[config.mk]
export PLATFORM = sky130hd
export DESIGN_NAME = mmio_uart_tx
export DESIGN_NICKNAME = d
export VERILOG_FILES = /design/src/rtl/mmio_uart_tx_pkg.sv /design/src/rtl/sync_fifo.sv /design/src/rtl/mmio_uart_tx.sv
export VERILOG_INCLUDE_DIRS = /design/src /design/src/rtl
export SDC_FILE = /design/constraint.sdc
export NUM_CORES = 1
export LEC_CHECK = 0
export CORE_ASPECT_RATIO = 0.8
export CORE_MARGIN = 3
export CORE_UTILIZATION = 35
export CTS_CLUSTER_SIZE = 24
export DETAILED_ROUTE_END_ITERATION = 16
export DONT_BUFFER_PORTS = 1
export GPL_TIMING_DRIVEN = 0
export PLACE_DENSITY = 0.45
export REMOVE_ABC_BUFFERS = 1
export SYNTH_ARGS = -nofsm -noshare
export SYNTH_HDL_FRONTEND = slang
export SYNTH_HIERARCHICAL = 1
export SYNTH_SLANG_ARGS = --single-unit
[constraint.sdc]
create_clock -name clk -period 6.4 [get_ports clk]
set_input_delay 0.96 -clock clk [delete_from_list [all_inputs] [get_ports clk]]
set_output_delay 0.96 -clock clk [all_outputs]
set_load 0.005 [all_outputs]
[src/rtl/uart_defs.vh]
// Shared encodings for the MMIO UART transmitter: serializer states,
// register offsets (addr[2]) and STATUS bit positions.
`ifndef UART_DEFS_VH
`define UART_DEFS_VH

`define UART_ST_IDLE      2'd0
`define UART_ST_START     2'd1
`define UART_ST_DATA      2'd2
`define UART_ST_STOP      2'd3

`define UART_OFF_TXDATA   1'b0
`define UART_OFF_STATUS   1'b1

`define UART_STAT_FULL    0
`define UART_STAT_EMPTY   1
`define UART_STAT_BUSY    2
`define UART_STAT_OVF     3
`define UART_STAT_CNT_LSB 4
`define UART_STAT_CNT_MSB 8

`endif

[src/rtl/mmio_uart_tx_pkg.sv]
// Types, constants and the STATUS word packer for the MMIO UART transmitter.
package mmio_uart_tx_pkg;

`include "uart_defs.vh"

  typedef enum logic [1:0] {
    ST_IDLE  = `UART_ST_IDLE,
    ST_START = `UART_ST_START,
    ST_DATA  = `UART_ST_DATA,
    ST_STOP  = `UART_ST_STOP
  } tx_state_e;

  localparam logic OFF_TXDATA = `UART_OFF_TXDATA;
  localparam logic OFF_STATUS = `UART_OFF_STATUS;

  localparam int STAT_FULL    = `UART_STAT_FULL;
  localparam int STAT_EMPTY   = `UART_STAT_EMPTY;
  localparam int STAT_BUSY    = `UART_STAT_BUSY;
  localparam int STAT_OVF     = `UART_STAT_OVF;
  localparam int STAT_CNT_LSB = `UART_STAT_CNT_LSB;
  localparam int STAT_CNT_MSB = `UART_STAT_CNT_MSB;

  function automatic logic [31:0] status_word(
    input logic       full,
    input logic       empty,
    input logic       busy,
    input logic       ovf,
    input logic [4:0] cnt
  );
    logic [31:0] w;
    w = '0;
    w[STAT_FULL]                  = full;
    w[STAT_EMPTY]                 = empty;
    w[STAT_BUSY]                  = busy;
    w[STAT_OVF]                   = ovf;
    w[STAT_CNT_MSB:STAT_CNT_LSB]  = cnt;
    return w;
  endfunction

endpackage

[src/rtl/sync_fifo.sv]
// Single-clock FIFO; a push while full is taken only when a pop happens in
// the same cycle, so occupancy never exceeds DEPTH.
module sync_fifo #(
  parameter int WIDTH = 8,
  parameter int DEPTH = 8
) (
  input  logic                     clk,
  input  logic                     rst,
  input  logic                     push,
  input  logic                     pop,
  input  logic [WIDTH-1:0]         wdata,
  output logic [WIDTH-1:0]         rdata,
  output logic                     full,
  output logic                     empty,
  output logic [$clog2(DEPTH):0]   count
);

  localparam int AW = $clog2(DEPTH);
  localparam int CW = AW + 1;

  logic [WIDTH-1:0] mem_q [DEPTH];
  logic [AW-1:0]    wr_ptr_q, wr_ptr_d;
  logic [AW-1:0]    rd_ptr_q, rd_ptr_d;
  logic [CW-1:0]    count_q, count_d;
  logic             do_push, do_pop;

  assign full    = (count_q == CW'(DEPTH));
  assign empty   = (count_q == '0);
  assign count   = count_q;
  assign rdata   = mem_q[rd_ptr_q];
  assign do_pop  = pop && !empty;
  assign do_push = push && (!full || do_pop);

  always_comb begin
    wr_ptr_d = wr_ptr_q;
    rd_ptr_d = rd_ptr_q;
    count_d  = count_q;
    if (do_push) wr_ptr_d = wr_ptr_q + 1'b1;
    if (do_pop)  rd_ptr_d = rd_ptr_q + 1'b1;
    case ({do_push, do_pop})
      2'b10:   count_d = count_q + 1'b1;
      2'b01:   count_d = count_q - 1'b1;
      default: count_d = count_q;
    endcase
  end

  always_ff @(posedge clk or posedge rst) begin
    if (rst) begin
      wr_ptr_q <= '0;
      rd_ptr_q <= '0;
      count_q  <= '0;
    end else begin
      wr_ptr_q <= wr_ptr_d;
      rd_ptr_q <= rd_ptr_d;
      count_q  <= count_d;
    end
  end

  // Storage needs no reset: it is only read behind a non-zero count.
  always_ff @(posedge clk) begin
    if (do_push) mem_q[wr_ptr_q] <= wdata;
  end

endmodule

[src/rtl/mmio_uart_tx.sv]
// Memory-mapped UART transmitter: TXDATA/STATUS register window, transmit
// FIFO and an 8N1 serializer with a registered line output.
module mmio_uart_tx
  import mmio_uart_tx_pkg::*;
#(
  parameter int          CLK_DIV    = 868,
  parameter int          FIFO_DEPTH = 8,
  parameter logic [31:0] BASE_ADDR  = 32'h0000_1000
) (
  input  logic        clk,
  input  logic        rst,
  input  logic        cs,
  input  logic        rd,
  input  logic        wr,
  input  logic [31:0] addr,
  input  logic [31:0] wdata,
  output logic [31:0] rdata,
  output logic        tx,
  output logic        irq
);

  localparam int          CW          = $clog2(FIFO_DEPTH) + 1;
  localparam logic [15:0] BAUD_RELOAD = 16'(CLK_DIV - 1);

  // Bus decode
  logic sel, off;
  logic push, ovf_clr;

  assign sel     = cs && (addr[31:3] == BASE_ADDR[31:3]);
  assign off     = addr[2];
  assign push    = sel && wr && (off == OFF_TXDATA);
  assign ovf_clr = sel && wr && (off == OFF_STATUS) && wdata[STAT_OVF];

  logic unused_bus_bits;
  assign unused_bus_bits = ^{addr[1:0], wdata[31:8]};

  // FIFO
  logic          pop;
  logic          fifo_full, fifo_empty;
  logic [CW-1:0] fifo_count;
  logic [7:0]    fifo_rdata;

  sync_fifo #(
    .WIDTH (8),
    .DEPTH (FIFO_DEPTH)
  ) u_fifo (
    .clk   (clk),
    .rst   (rst),
    .push  (push),
    .pop   (pop),
    .wdata (wdata[7:0]),
    .rdata (fifo_rdata),
    .full  (fifo_full),
    .empty (fifo_empty),
    .count (fifo_count)
  );

  // Serializer state
  tx_state_e   state_q, state_d;
  logic [7:0]  shreg_q, shreg_d;
  logic [2:0]  bit_idx_q, bit_idx_d;
  logic [15:0] baud_q, baud_d;
  logic        tx_q, tx_d;
  logic        ovf_q, ovf_d;
  logic        busy;

  assign busy = (state_q != ST_IDLE);
  assign tx   = tx_q;
  assign irq  = fifo_empty && !busy;

  // tx_d is the line level for the next cycle, so each state transition
  // also sets the level of the state being entered.
  always_comb begin
    state_d   = state_q;
    shreg_d   = shreg_q;
    bit_idx_d = bit_idx_q;
    baud_d    = baud_q;
    tx_d      = tx_q;
    pop       = 1'b0;
    case (state_q)
      ST_IDLE: begin
        tx_d = 1'b1;
        if (!fifo_empty) begin
          pop       = 1'b1;
          shreg_d   = fifo_rdata;
          bit_idx_d = '0;
          baud_d    = BAUD_RELOAD;
          tx_d      = 1'b0;
          state_d   = ST_START;
        end
      end
      ST_START: begin
        if (baud_q == 16'd0) begin
          baud_d  = BAUD_RELOAD;
          tx_d    = shreg_q[0];
          shreg_d = {1'b0, shreg_q[7:1]};
          state_d = ST_DATA;
        end else begin
          baud_d = baud_q - 16'd1;
        end
      end
      ST_DATA: begin
        if (baud_q == 16'd0) begin
          baud_d    = BAUD_RELOAD;
          bit_idx_d = bit_idx_q + 3'd1;
          if (bit_idx_q == 3'd7) begin
            tx_d    = 1'b1;
            state_d = ST_STOP;
          end else begin
            tx_d    = shreg_q[0];
            shreg_d = {1'b0, shreg_q[7:1]};
          end
        end else begin
          baud_d = baud_q - 16'd1;
        end
      end
      ST_STOP: begin
        if (baud_q == 16'd0) begin
          tx_d    = 1'b1;
          state_d = ST_IDLE;
        end else begin
          baud_d = baud_q - 16'd1;
        end
      end
      default: begin
        tx_d    = 1'b1;
        state_d = ST_IDLE;
      end
    endcase
  end

  // A push while full only succeeds alongside a pop; otherwise it is dropped.
  always_comb begin
    ovf_d = ovf_q;
    if (push && fifo_full && !pop) ovf_d = 1'b1;
    else if (ovf_clr)              ovf_d = 1'b0;
  end

  always_ff @(posedge clk or posedge rst) begin
    if (rst) begin
      state_q   <= ST_IDLE;
      shreg_q   <= '0;
      bit_idx_q <= '0;
      baud_q    <= '0;
      tx_q      <= 1'b1;
      ovf_q     <= 1'b0;
    end else begin
      state_q   <= state_d;
      shreg_q   <= shreg_d;
      bit_idx_q <= bit_idx_d;
      baud_q    <= baud_d;
      tx_q      <= tx_d;
      ovf_q     <= ovf_d;
    end
  end

  // Read data is combinational for single-cycle CPU loads.
  always_comb begin
    rdata = '0;
    if (sel && rd) begin
      if (off == OFF_STATUS) begin
        rdata = status_word(fifo_full, fifo_empty, busy, ovf_q, 5'(fifo_count));
      end
    end
  end

endmodule

---- Yosys cells after proc, flatten, opt, wreduce, memory -nomap -nowiden ----
Memory sizes are Yosys's and may differ from the RTL's.
Index checks and enable logic that the tools add are counted.
cells by class
  muxes and demuxes ....................... 33
  equal/unequal tests ..................... 15
  reductions and logical operators ........ 30
  $add $sub $neg .......................... 6
  bitwise operators ....................... 1
operators with widths
  kind                                                                  number
  16-bit two-way mux                                                    3
  8-bit two-way mux                                                     6
  16-bit one-hot mux with 3 select lines                                1
  29-bit by 10-bit == test with 1-bit output, second input constant     1
  8-bit one-hot mux with 3 select lines                                 1
  16-bit logical NOT                                                    1
  16-bit by 1-bit subtractor with 16-bit output, second input constant  1
  2-bit inequality test, second input constant                          7
  1-bit logical AND                                                     11
  1-bit two-way mux                                                     11
  2-bit two-way mux                                                     5
  5-bit AND reduction                                                   2
  3-bit by 1-bit adder with 3-bit output, second input constant         3
  2-bit one-hot mux with 4 select lines                                 1
  4-bit one-hot mux with 2 select lines                                 1
  2-bit nonzero test                                                    4
  2-bit == test, second input constant                                  3
  3-bit two-way mux                                                     2
  3-bit one-hot mux with 2 select lines                                 1
  3-bit AND reduction                                                   2
  4-bit by 1-bit adder with 4-bit output, second input constant         1
  2-bit by 1-bit == test with 1-bit output, second input constant       2
  4-bit == test, second input constant                                  1
  1-bit logical NOT                                                     4
  other kinds (10)                                                      10
storage, ports and cells
  word-level logic and storage cells ...... 95
  register bits after elaboration ......... 41
  output and inout bits ................... 34
  bits in writable memories ............... 64
  memories ................................ 1
  input bits .............................. 69
memories
  memory        words  width  read ports  clocked after Yosys merged registers in  wr ports  RTL line         RTL
  u_fifo.mem_q  8      8      1           0                                        1         sync_fifo.sv:21  logic [WIDTH-1:0] mem_q [DEPTH];

---- Longest topological paths before layout ----
Gate-level depths: netlist of run 1.
  depth after elaboration ................. 8
  depth in mapped cells ................... 12
  mapped depth without buffers ............ 11

---- Modules after synthesis ----
Netlist of run 1, hierarchy kept.
by module, submodules not included
  module        cells each  area an instance (sq um)  instances  sequential area each (sq um)
  sync_fifo     165         3135.5                    1          2172.1
  mmio_uart_tx  244         2259.7                    1          777.0

---- Worst setup path after synthesis of run 1 ----
No wires, ideal clock.
  path type ............................... input to register
  start ................................... input port addr[26]
  end ..................................... register u_fifo.count_q[3] (netlist: u_fifo/count[3])
  arrival ................................. 3110 ps
  library setup time ...................... 69 ps
  cell stages on the path ................. 12
  path slack .............................. 3220 ps
  cell sequence ........................... nor4b_1 -> nand4_1 -> nor2_1 -> and3_1 -> buf_2 -> or2_2 -> inv_1 -> ha_1 -> or2_2 -> nand3_1 -> mux2_2 -> nand3b_1
on the way
  longest elaborated chain between the ends .. 7
  elaborated cells between the ends (all ways) .. 9
RTL lines
  element                                                                      RTL line            RTL
  start, declared                                                              mmio_uart_tx.sv:15  input logic [31:0] addr,
  29-bit by 10-bit == test with 1-bit output (*)                               mmio_uart_tx.sv:29  assign sel = cs && (addr[31:3] == BASE_ADDR[31:3]);
  1-bit logical AND (*)                                                        mmio_uart_tx.sv:29
  1-bit logical AND (*) (2 in series)                                          mmio_uart_tx.sv:31  assign push = sel && wr && (off == OFF_TXDATA);
  net push                                                                     mmio_uart_tx.sv:27  logic push, ovf_clr;
  1-bit logical AND (*)                                                        sync_fifo.sv:32     assign do_push = push && (!full || do_pop);
  2-bit by 1-bit == test with 1-bit output or 2-bit == test (tied branches)    sync_fifo.sv:40     case ({do_push, do_pop})
  4-bit one-hot mux with 2 select lines or 2-bit nonzero test (tied branches)  -
  end signal, assigned                                                         sync_fifo.sv:55     count_q <= count_d;
  end, declared                                                                sync_fifo.sv:24     logic [CW-1:0] count_q, count_d;
The timed path passes the listed nets; every way through them passes the cells marked *.
A chain may end at the register's enable or synchronous reset.

---- Worst setup path in the final report of run 1 ----
  start ................................... register state_q[0]
  end ..................................... register u_fifo.count_q[3] (netlist: u_fifo/count[3])
on the way
  longest elaborated chain between the ends .. 7
  elaborated cells between the ends (all ways) .. 9
RTL lines
  element                                                                      RTL line             RTL
  start, declared                                                              mmio_uart_tx.sv:59   tx_state_e state_q, state_d;
  start signal, assigned                                                       mmio_uart_tx.sv:148  state_q <= state_d;
  2-bit logical NOT (*)                                                        mmio_uart_tx.sv:80   case (state_q)
  1-bit two-way mux (*)                                                        mmio_uart_tx.sv:80
  net pop                                                                      mmio_uart_tx.sv:38   logic pop;
  1-bit logical AND (*)                                                        sync_fifo.sv:31      assign do_pop = pop && !empty;
  1-bit logical OR                                                             sync_fifo.sv:32
  1-bit logical AND                                                            sync_fifo.sv:32
  2-bit by 1-bit == test with 1-bit output or 2-bit == test (tied branches)    sync_fifo.sv:40
  4-bit one-hot mux with 2 select lines or 2-bit nonzero test (tied branches)  -
Marks and branches as above.

==> metrics.txt, run 1 <==
Cells after Synth 409; global-route wire length before repair 17400 um; Resized Gates After CTS 0; count of boundary I/O pins 103; type of the setup path with the least slack reg2reg; Simple-Gate Fraction of Synth Area 0.125; class of the most critical hold timing path in2async; postcts setup bufs 0; portion of synthesized cell area occupied by the leading cell type 0.356; IR drop worst, VDD 133 uV; top cell type by total area after synthesis edfxtp_1; smallest hold slack 0.487 ns; RSZ-0062 raised after global routing no; share of the synthesized area in compound gates (AO/OA/AOI/OAI) 0.0974; count of non-filler cells in the finished layout 616; mapped cell area 5400 um^2; cell at the root of the clock tree clkbuf_16; result of the run completed; Cell Pwr Density 229 nW/um^2; routability cong. 0.774; placeable core area 14700 um^2; number of synthesized flops with an enable pin 64; clock buffer depth 2; Power, Total 1.33 mW; worst slew margin relative to its limit 0.320; top post-synthesis cells by area edfxtp_1 (36%), dfrtp_1 (19%), mux4_1 (5.8%); Rows 39; data required time of the critical path 6.68 ns; maximum number of pins on one net before global-route repair 32; multiplexer share of the synthesized area 0.126; Detailed Route Iter0 Violations 205; adder-cell area share of the yosys netlist 0.0315; number of buffers inserted during clock tree synthesis 9; combinational family with the most area after synthesis multiplexers; distinct cell type count after synthesis 71; r2r setup slk 2.91 ns; leakage power of the design 2.25 nW; total setup violations reported at the end of the flow 0; mean instance size in the synthesized netlist 13.2 um^2; crit path time final 3.49 ns; wire length reported by the detailed router 10700 um; startpoint type of the worst setup path flop; antenna violation net count after detailed routing 0; quantity of hold-fixing buffers added after cts 0; startpoint of the worst-slack reg-to-reg timing path state_q[0]$_DFFE_PP0P_; Max Clk Rate 286 MHz; Via Count 3136; Worst R2R Path Depth 11; number of antenna violations at the first check in global routing 0; portion of the clock cycle consumed by the worst path in the final layout 0.546; number of vias per cell after detailed routing 5.09; detailed-route wire length per cell 17.4 um; Layout Skew 0.0115 ns; Worst-path clk slew 0.08 ns; y dimension of the die 117 um; sequential fraction of the synthesis area 0.547; clock insertion delay at the later pin of the skew report 0.35 ns; final hold violations 0; Reg-to-Reg End u_fifo/count[3]$_DFFE_PP0P_; Slew @ Worst Pin 1.02 ns; Placed Cells incl. Taps 600; die outline area 17000 um^2; fraction of layout cells with a size suffix above 1 0.141; YS warnings 6; largest fanout of any net on the critical path 14; Antenna Cells 0; crit path capture type flop; total iterations of the first detailed-routing run 4; setup slack after layout 2.91 ns; relative area change from synthesis to final layout 7.63%; Overflow after GRT 0; vias in the first global route 3152; worst endpoint data arrival time 3.77 ns; asr flop ratio synth 0.390; area share of xor/xnor cells in the synthesized design 0.00974; quantity of I/O buffers inserted on ports 0; overall die width 145 um; number of design rule violations left after detail routing 0; H-tree level count 3; most common flop cell mapped by yosys edfxtp_1; global routing usage summed across all routing layers 0.135; max-capacitance violation count 0; worst slack after detailed placement 2.76 ns; CTS tree yes; Final TNS setup 0 ns; number of clock sinks seen by CTS 105; HPWL after DPL 7130 um; net total in the final layout 488; FF+latch count, synth 105; initial standard-cell utilization of the core 0.367; final max-slew violation count 0
[worst max path at each step]
stage               cells after the start  slack [ns]                   start                           end
finish                                 11        2.91  state_q[0]$_DFFE_PP0P_   u_fifo/count[3]$_DFFE_PP0P_
global route                           11        2.64  state_q[0]$_DFFE_PP0P_   u_fifo/count[3]$_DFFE_PP0P_
floorplan                              11        3.18                addr[26]   u_fifo/count[3]$_DFFE_PP0P_
CTS                                    11        2.88  state_q[0]$_DFFE_PP0P_   u_fifo/count[3]$_DFFE_PP0P_
detailed placement                      7        2.76                addr[10]  u_fifo/mem_q[5][6]$_DFFE_PP_
global placement                        7        2.27                addr[10]  u_fifo/mem_q[0][6]$_DFFE_PP_
[synthesized netlist by cell type, types with 3 or more instances]
cell type and n:
edfxtp_1 64, nand2b_1 6, dfrtp_1 40, a22o_1 3, mux4_2 4, nor2b_1 4
ha_1 12, clkbuf_1 4, a31oi_1 10, and3_1 3, o2bb2ai_1 3, nand2_1 19
inv_1 16, and2_1 7, mux2_2 12, nor4_1 7, nand3_1 5, a21oi_1 21
o21a_1 3, xnor2_1 4, nor3_1 8, o21ai_0 13, mux4_1 12, nor2_1 25
buf_6 5, mux2i_1 11, or3_1 4, buf_4 25
[kinds of logic after synthesis]
family          Yosys count
simple gates            113
buf+inv                  55
other cells               1
xor+xnor                  6
flops                   105
compound gates           75
fa+ha+maj                13
mux                      41
[power by group]
part | total (mW) | internal, mW | switching (mW)
Sequential | 0.724 | 0.722 | 0.00137
Combinational | 0.0174 | 0.00481 | 0.0126
Clock | 0.589 | 0.316 | 0.272
[per-layer routing]
| layer | part of all wire | up-vias | track usage |
|---|---|---|---|
| met3 | 0.042 | 9 | 0.0382 |
| met1 | 0.49 | 1551 | 0.186 |
| li1 | - | 1505 | - |
| met2 | 0.46 | 71 | 0.208 |
| met4 | 0.011 | 0 | 0.0385 |
| met5 | 0 | - | 0 |
[flip-flops by register name (all words and copies together) (netlist names)]
register / count
state_q: 2
tx: 1
u_fifo/count: 4
bit_idx_q: 3
u_fifo/wr_ptr_q: 3
baud_q: 16
u_fifo/rd_ptr_q: 3
shreg_q: 8
ovf_q: 1
u_fifo/mem_q: 64
[per-stage QoR]
step	instance area, um^2	utilization
global route	5810	0.395
finish	5810	0.395
detailed placement	5490	0.374
CTS	5810	0.395
global placement	5460	0.371
floorplan	5200	-
[worst max-delay path, stage by stage (launching register included)]
cell	delay, ns
dfrtp_1	0.42
inv_1	0.09
ha_1	0.48
nor2b_1	0.68
o21ai_2	0.22
or2_2	0.36
inv_1	0.09
ha_1	0.24
or2_2	0.31
nand3_1	0.11
mux2_2	0.34
nand3b_1	0.07
[layout by cell type, fill, tap and decap left out, types with 3 or more instances in the layout]
cell type  Yosys  routed
ha_1          12      12
nand2_1       19      19
a21oi_1       21      21
inv_8          0       4
edfxtp_1      64      64
mux2_2        12      12
mux2i_1       11      11
nor3_1         8       6
mux4_1        12      12
nor4_1         7       7
conb_1         1      24
a31oi_1       10      10
and2_1         7       7
o2bb2ai_1      3       3
nor2_1        25      25
and3_1         3       3
clkbuf_16      0       9
mux4_2         4       4
o21ai_0       13      13
inv_1         16      15
nand2b_1       6       6
xnor2_1        4       4
or3_1          4       4
a22o_1         3       3
nor3_2         1       3
nand3_1        5       5
dfrtp_1       40      40
nor2b_1        4       4
o21a_1         3       3
[area by class of cell]
cell class                      count  area, um^2
Inverter                           16        60.1
Tap cell                          205         256
Sequential cell                   105        2950
Clock buffer                        9         225
Multi-Input combinational cell    272        2200
Timing Repair Buffer                2        22.5
Fill cell                        1380        8880
Clock inverter                      7        92.6
Power figures use the tool's default switching activity.
==> run 2, diff against run 1 <==
--- a/config.mk
+++ b/config.mk
@@ -13,7 +13,7 @@
 export DETAILED_ROUTE_END_ITERATION = 16
 export DONT_BUFFER_PORTS = 1
 export GPL_TIMING_DRIVEN = 0
-export PLACE_DENSITY = 0.45
+export PLACE_DENSITY = 0.47
 export REMOVE_ABC_BUFFERS = 1
 export SYNTH_ARGS = -nofsm -noshare
 export SYNTH_HDL_FRONTEND = slang
==> constraint.sdc (replaced) <==
create_clock -name clk -period 2.9 [get_ports clk]
set_input_delay 0.435 -clock clk [delete_from_list [all_inputs] [get_ports clk]]
set_output_delay 0.435 -clock clk [all_outputs]
set_load 0.005 [all_outputs]
==> run 2 against run 1 <==
Against the previous run:
- clock-buffer cell count is 1 higher
- final area is 0.93% higher
- utilization is 0.37 points higher
- hold slack worse by 0.41 ns
- flip-flop and latch count stayed put
- worst setup slack worse by 2.8 ns
- clock power is 100% higher
- die area stayed put
- global-route usage is 0.066 points higher
- register-to-register slack worse by 2.7 ns
- combinational power grew to 2.5 times the previous value
- critical endpoint is now u_fifo/mem_q[1][5]$_DFFE_PP_
==> metrics.txt, run 2 (synthesis results as in run 1) <==
result of the run completed; die outline area 17000 um^2; class of the most critical hold timing path in2async; number of antenna violations at the first check in global routing 0; routability cong. 0.748; type of the setup path with the least slack in2reg; maximum number of pins on one net before global-route repair 21; Slew @ Worst Pin 1.05 ns; Detailed Route Iter0 Violations 150; final hold violations 0; global routing usage summed across all routing layers 0.135; max-capacitance violation count 0; final core utilization 0.399; y dimension of the die 117 um; portion of the clock cycle consumed by the worst path in the final layout 0.958; H-tree level count 3; number of clock sinks seen by CTS 105; Power, Total 2.84 mW; worst endpoint data arrival time 2.75 ns; total iterations of the first detailed-routing run 4; most common cell after layout, fill and taps aside edfxtp_1; crit path capture type flop; net total in the final layout 491; IR drop worst, VDD 260 uV; biggest regs u_fifo/mem_q x64, baud_q x16, shreg_q x8; Layout Skew 0.00995 ns; number of vias per cell after detailed routing 5.19; Worst-path clk slew 0.08 ns; Final TNS setup 0 ns; antenna violation net count after detailed routing 0; cell at the root of the clock tree clkbuf_16; number of design rule violations left after detail routing 0; CTS tree yes; final max-slew violation count 0; largest fanout of any net on the critical path 8; Antenna Cells 0; relative area change from synthesis to final layout 8.63%; Cell Pwr Density 485 nW/um^2; total setup violations reported at the end of the flow 0; initial standard-cell utilization of the core 0.367; max incr delay on CP 0.78 ns; Max Clk Rate 360 MHz; clock buffer depth 2; count of boundary I/O pins 103; leading cell types in the layout, fill and taps excluded edfxtp_1 (64), dfrtp_1 (40), conb_1 (24), a21oi_1 (21); startpoint type of the worst setup path primary input; quantity of I/O buffers inserted on ports 0; overall die width 145 um; RSZ-0062 raised after global routing yes; clock insertion delay at the later pin of the skew report 0.35 ns; Via Count 3215; worst slew margin relative to its limit 0.302; data required time of the critical path 2.87 ns; top register by number of flip-flops u_fifo/mem_q; Rows 39; detailed-route wire length per cell 17.5 um; number of buffers inserted during clock tree synthesis 9; fraction of layout cells with a size suffix above 1 0.162; vias in the first global route 3070; global-route wire length before repair 17300 um; number of flip-flops in the largest register 64; cells along the critical path nor4b_1, nand4_1, nor2_1, and3_1, o21a_1, nand2_1, nor3_2; placeable core area 14700 um^2; Overflow after GRT 0; wire length reported by the detailed router 10800 um; count of non-filler cells in the finished layout 619; Placed Cells incl. Taps 600; crit path time final 2.78 ns; leakage power of the design 2.26 nW; cell type of the slowest stage on the worst timing path nor3_2; HPWL after DPL 7210 um
run 2: cell count changes in the layout (fill, tap and decap cells not counted), sizes merged:
cell	delta
buf	+2
clkbuf	+1
bufinv	-1
dlygate4sd3	+1
clkinv	-2
inv	+2
run 2: final timing paths:
check | from | endpoint | slack [ns] | cells after the start
worst max-delay path | addr[10] | u_fifo/mem_q[1][5]$_DFFE_PP_ | 0.12 | 7
worst min-delay path | rst | state_q[1]$_DFFE_PP0P_ | 0.07 | 1
worst max register to register | state_q[0]$_DFFE_PP0P_ | u_fifo/count[3]$_DFFE_PP0P_ | 0.17 | 11
worst min register to register | shreg_q[7]$_DFFE_PP0P_ | shreg_q[7]$_DFFE_PP0P_ | 0.52 | 1
max in group asynchronous | rst | u_fifo/wr_ptr_q[1]$_DFFE_PP0P_ | 2.08 | 2
min in group clk | wdata[6] | u_fifo/mem_q[0][6]$_DFFE_PP_ | 0.17 | 0
run 2: area by class of cell:
| cell class | instances | area [um^2] |
|---|---|---|
| Fill cell | 1352 | 8830 |
| Inverter | 16 | 60.1 |
| Timing Repair Buffer | 5 | 60.1 |
| Tap cell | 205 | 256 |
| Sequential cell | 105 | 2950 |
| Clock inverter | 6 | 60.1 |
| Clock buffer | 10 | 229 |
| Multi-Input combinational cell | 272 | 2250 |
run 2: where the power goes:
group          total [mW]  internal [mW]  switching (mW)  leakage, nW
Clock                1.20          0.611           0.591        0.144
Sequential           1.60           1.59         0.00216         1.07
Combinational      0.0437         0.0152          0.0285         1.05
Total                2.84           2.22           0.622         2.26
run 2: worst max-delay path: cells and delay by family:
| kind | cells | cell delay (ns) |
|---|---|---|
| compound gates | 1 | 0.27 |
| simple gates | 6 | 2.03 |
run 2: what timing repair did:
item | CTS | global route
hold buffers | 1 | 0
gates cloned | 0 | 0
setup buffers | 2 | 0
endpoints found under the hold margin | 10 | 0
gates resized for setup | 8 | 4
setup endpoints to repair | 67 | 33
run 2: per-layer routing:
layer  GRT usage  routed length, um  vias up
met5           0                  0        -
met4      0.0354                130        0
met2       0.208               4980       72
li1            -                  -     1506
met1       0.189               5140     1625
met3      0.0406                557       12
run 2: metrics by stage:
step	hold slack [ns]	area, um^2	worst slack (ns)
finish	0.0743	5860	0.121
global route	0.113	5860	-0.0788
CTS	0.0911	5840	0.0631
detailed placement	0.350	5500	-0.591
global placement	0.344	5460	-0.999
floorplan	0.275	5200	-0.0842
==> run 3, diff against run 2 <==
--- a/config.mk
+++ b/config.mk
@@ -13,6 +13,7 @@
 export DETAILED_ROUTE_END_ITERATION = 16
 export DONT_BUFFER_PORTS = 1
 export GPL_TIMING_DRIVEN = 0
+export HOLD_SLACK_MARGIN = 0.15
 export PLACE_DENSITY = 0.47
 export REMOVE_ABC_BUFFERS = 1
 export SYNTH_ARGS = -nofsm -noshare
==> run 3 against run 2 <==
Against the previous run:
- register-to-register slack is essentially flat
- largest power group unchanged
- clock power is essentially flat
- first-iteration DRC count shrank 17%
- critical path type unchanged
==> metrics.txt, run 3 (synthesis results as in run 1) <==
IR drop worst, VDD 260 uV; wire length reported by the detailed router 10900 um; capture endpoint of the worst hold path u_fifo/mem_q[0][1]$_DFFE_PP_; count of non-filler cells in the finished layout 623; vias in the first global route 3065; total iterations of the first detailed-routing run 4; startpoint of the worst-slack reg-to-reg timing path state_q[0]$_DFFE_PP0P_; leakage power of the design 2.28 nW; most common cell after layout, fill and taps aside edfxtp_1; number of antenna violations at the first check in global routing 0; Layout Skew 0.0104 ns; Worst R2R Path Depth 11; number of clock sinks seen by CTS 105; final max-slew violation count 0; type of the setup path with the least slack in2reg; die outline area 17000 um^2; Detailed Route Iter0 Violations 124; top register by number of flip-flops u_fifo/mem_q; Reg-to-Reg End u_fifo/count[3]$_DFFE_PP0P_; CTS tree yes; number of flip-flops in the largest register 64; cell area after layout 5900 um^2; antenna violation net count after detailed routing 0; startpoint type of the worst setup path primary input; class of the most critical hold timing path in2reg; fraction of layout cells with a size suffix above 1 0.160; count of boundary I/O pins 103; RSZ-0062 raised after global routing yes; initial standard-cell utilization of the core 0.367; Cell Pwr Density 483 nW/um^2; placeable core area 14700 um^2; clock insertion delay at the later pin of the skew report 0.35 ns; final hold violations 0; Slew @ Worst Pin 1.02 ns; data required time of the critical path 2.87 ns; overall die width 145 um; routability cong. 0.748; maximum number of pins on one net before global-route repair 21; Placed Cells incl. Taps 600; y dimension of the die 117 um; global-route wire length before repair 17300 um; clock buffer depth 2; worst endpoint data arrival time 2.75 ns; global routing usage summed across all routing layers 0.135; max-capacitance violation count 0; number of buffers inserted during clock tree synthesis 9; HPWL after DPL 7210 um; number of design rule violations left after detail routing 0; crit path time final 2.78 ns; relative area change from synthesis to final layout 9.37%; Rows 39; quantity of I/O buffers inserted on ports 0; portion of the clock cycle consumed by the worst path in the final layout 0.958; total setup violations reported at the end of the flow 0; H-tree level count 3; Overflow after GRT 0; Via Count 3249; cell at the root of the clock tree clkbuf_16; instance area at placement 5500 um^2; worst slew margin relative to its limit 0.321; smallest hold slack 0.177 ns; leading cell types in the layout, fill and taps excluded edfxtp_1 (64), dfrtp_1 (40), conb_1 (24), a21oi_1 (21); detailed-route wire length per cell 17.5 um; biggest regs u_fifo/mem_q x64, baud_q x16, shreg_q x8; crit path capture type flop; r2r setup slk 0.17 ns; number of vias per cell after detailed routing 5.22; net total in the final layout 495; largest fanout of any net on the critical path 8; start point of the worst min-delay path wdata[1]; final core utilization 0.402; Antenna Cells 0; Final TNS setup 0 ns; Worst-path clk slew 0.08 ns; Max Clk Rate 360 MHz; worst hold path cell count 0; result of the run completed
## run 3: critical path: stages
cell	delay [ns]
nor4b_1	0.32
nand4_1	0.13
nor2_1	0.23
and3_1	0.41
o21a_1	0.27
nand2_1	0.16
nor3_2	0.78
## run 3: worst max path at each step
stage / startpoint / to / slack (ns) / cells past startpoint
2_1_floorplan: state_q[0]$_DFFE_PP0P_ / u_fifo/count[3]$_DFFE_PP0P_ / -0.08 / 11
3_3_place_gp: state_q[0]$_DFFE_PP0P_ / u_fifo/mem_q[0][7]$_DFFE_PP_ / -1.0 / 7
3_5_place_dp: state_q[0]$_DFFE_PP0P_ / u_fifo/count[3]$_DFFE_PP0P_ / -0.59 / 11
4_1_cts: state_q[1]$_DFFE_PP0P_ / u_fifo/mem_q[3][5]$_DFFE_PP_ / 0.06 / 7
5_1_grt: addr[10] / u_fifo/mem_q[5][3]$_DFFE_PP_ / -0.08 / 7
6_report: addr[10] / u_fifo/mem_q[1][5]$_DFFE_PP_ / 0.12 / 7
## run 3: cell type report
| class | instances | area, um^2 |
|---|---|---|
| fill | 1350 | 8790 |
| sequential | 105 | 2950 |
| multi-input combinational | 272 | 2250 |
| tap | 205 | 256 |
| clock buffer | 10 | 229 |
| timing repair buffer | 9 | 100 |
| clock inverter | 6 | 60.1 |
| inverter | 16 | 60.1 |
## run 3: metrics by stage
stage               setup WS, ns  power, mW
detailed placement        -0.591       1.67
CTS                       0.0631       2.89
global route             -0.0788       2.98
global placement          -0.999       1.67
floorplan                -0.0842       1.66
finish                     0.123       2.85
## run 3: timing repair
item	CTS	global route
hold buffers	1	4
setup endpoints to repair	67	33
resized for setup	8	4
buffers inserted	2	0
hold endpoints to repair	22	18
cloned	0	0
## run 3: where the power goes
group	switching (mW)	internal (mW)	total, mW
logic	0.0319	0.0189	0.0508
clock network	0.591	0.611	1.20
registers	0.00216	1.59	1.60
total	0.625	2.22	2.85
## run 3: routing by layer
| layer | up-vias | global-route usage | wire length [um] |
|---|---|---|---|
| met5 | - | 0 | 0 |
| met3 | 12 | 0.0406 | 538 |
| li1 | 1519 | - | - |
| met1 | 1631 | 0.188 | 5210 |
| met2 | 87 | 0.208 | 4990 |
| met4 | 0 | 0.0354 | 130 |
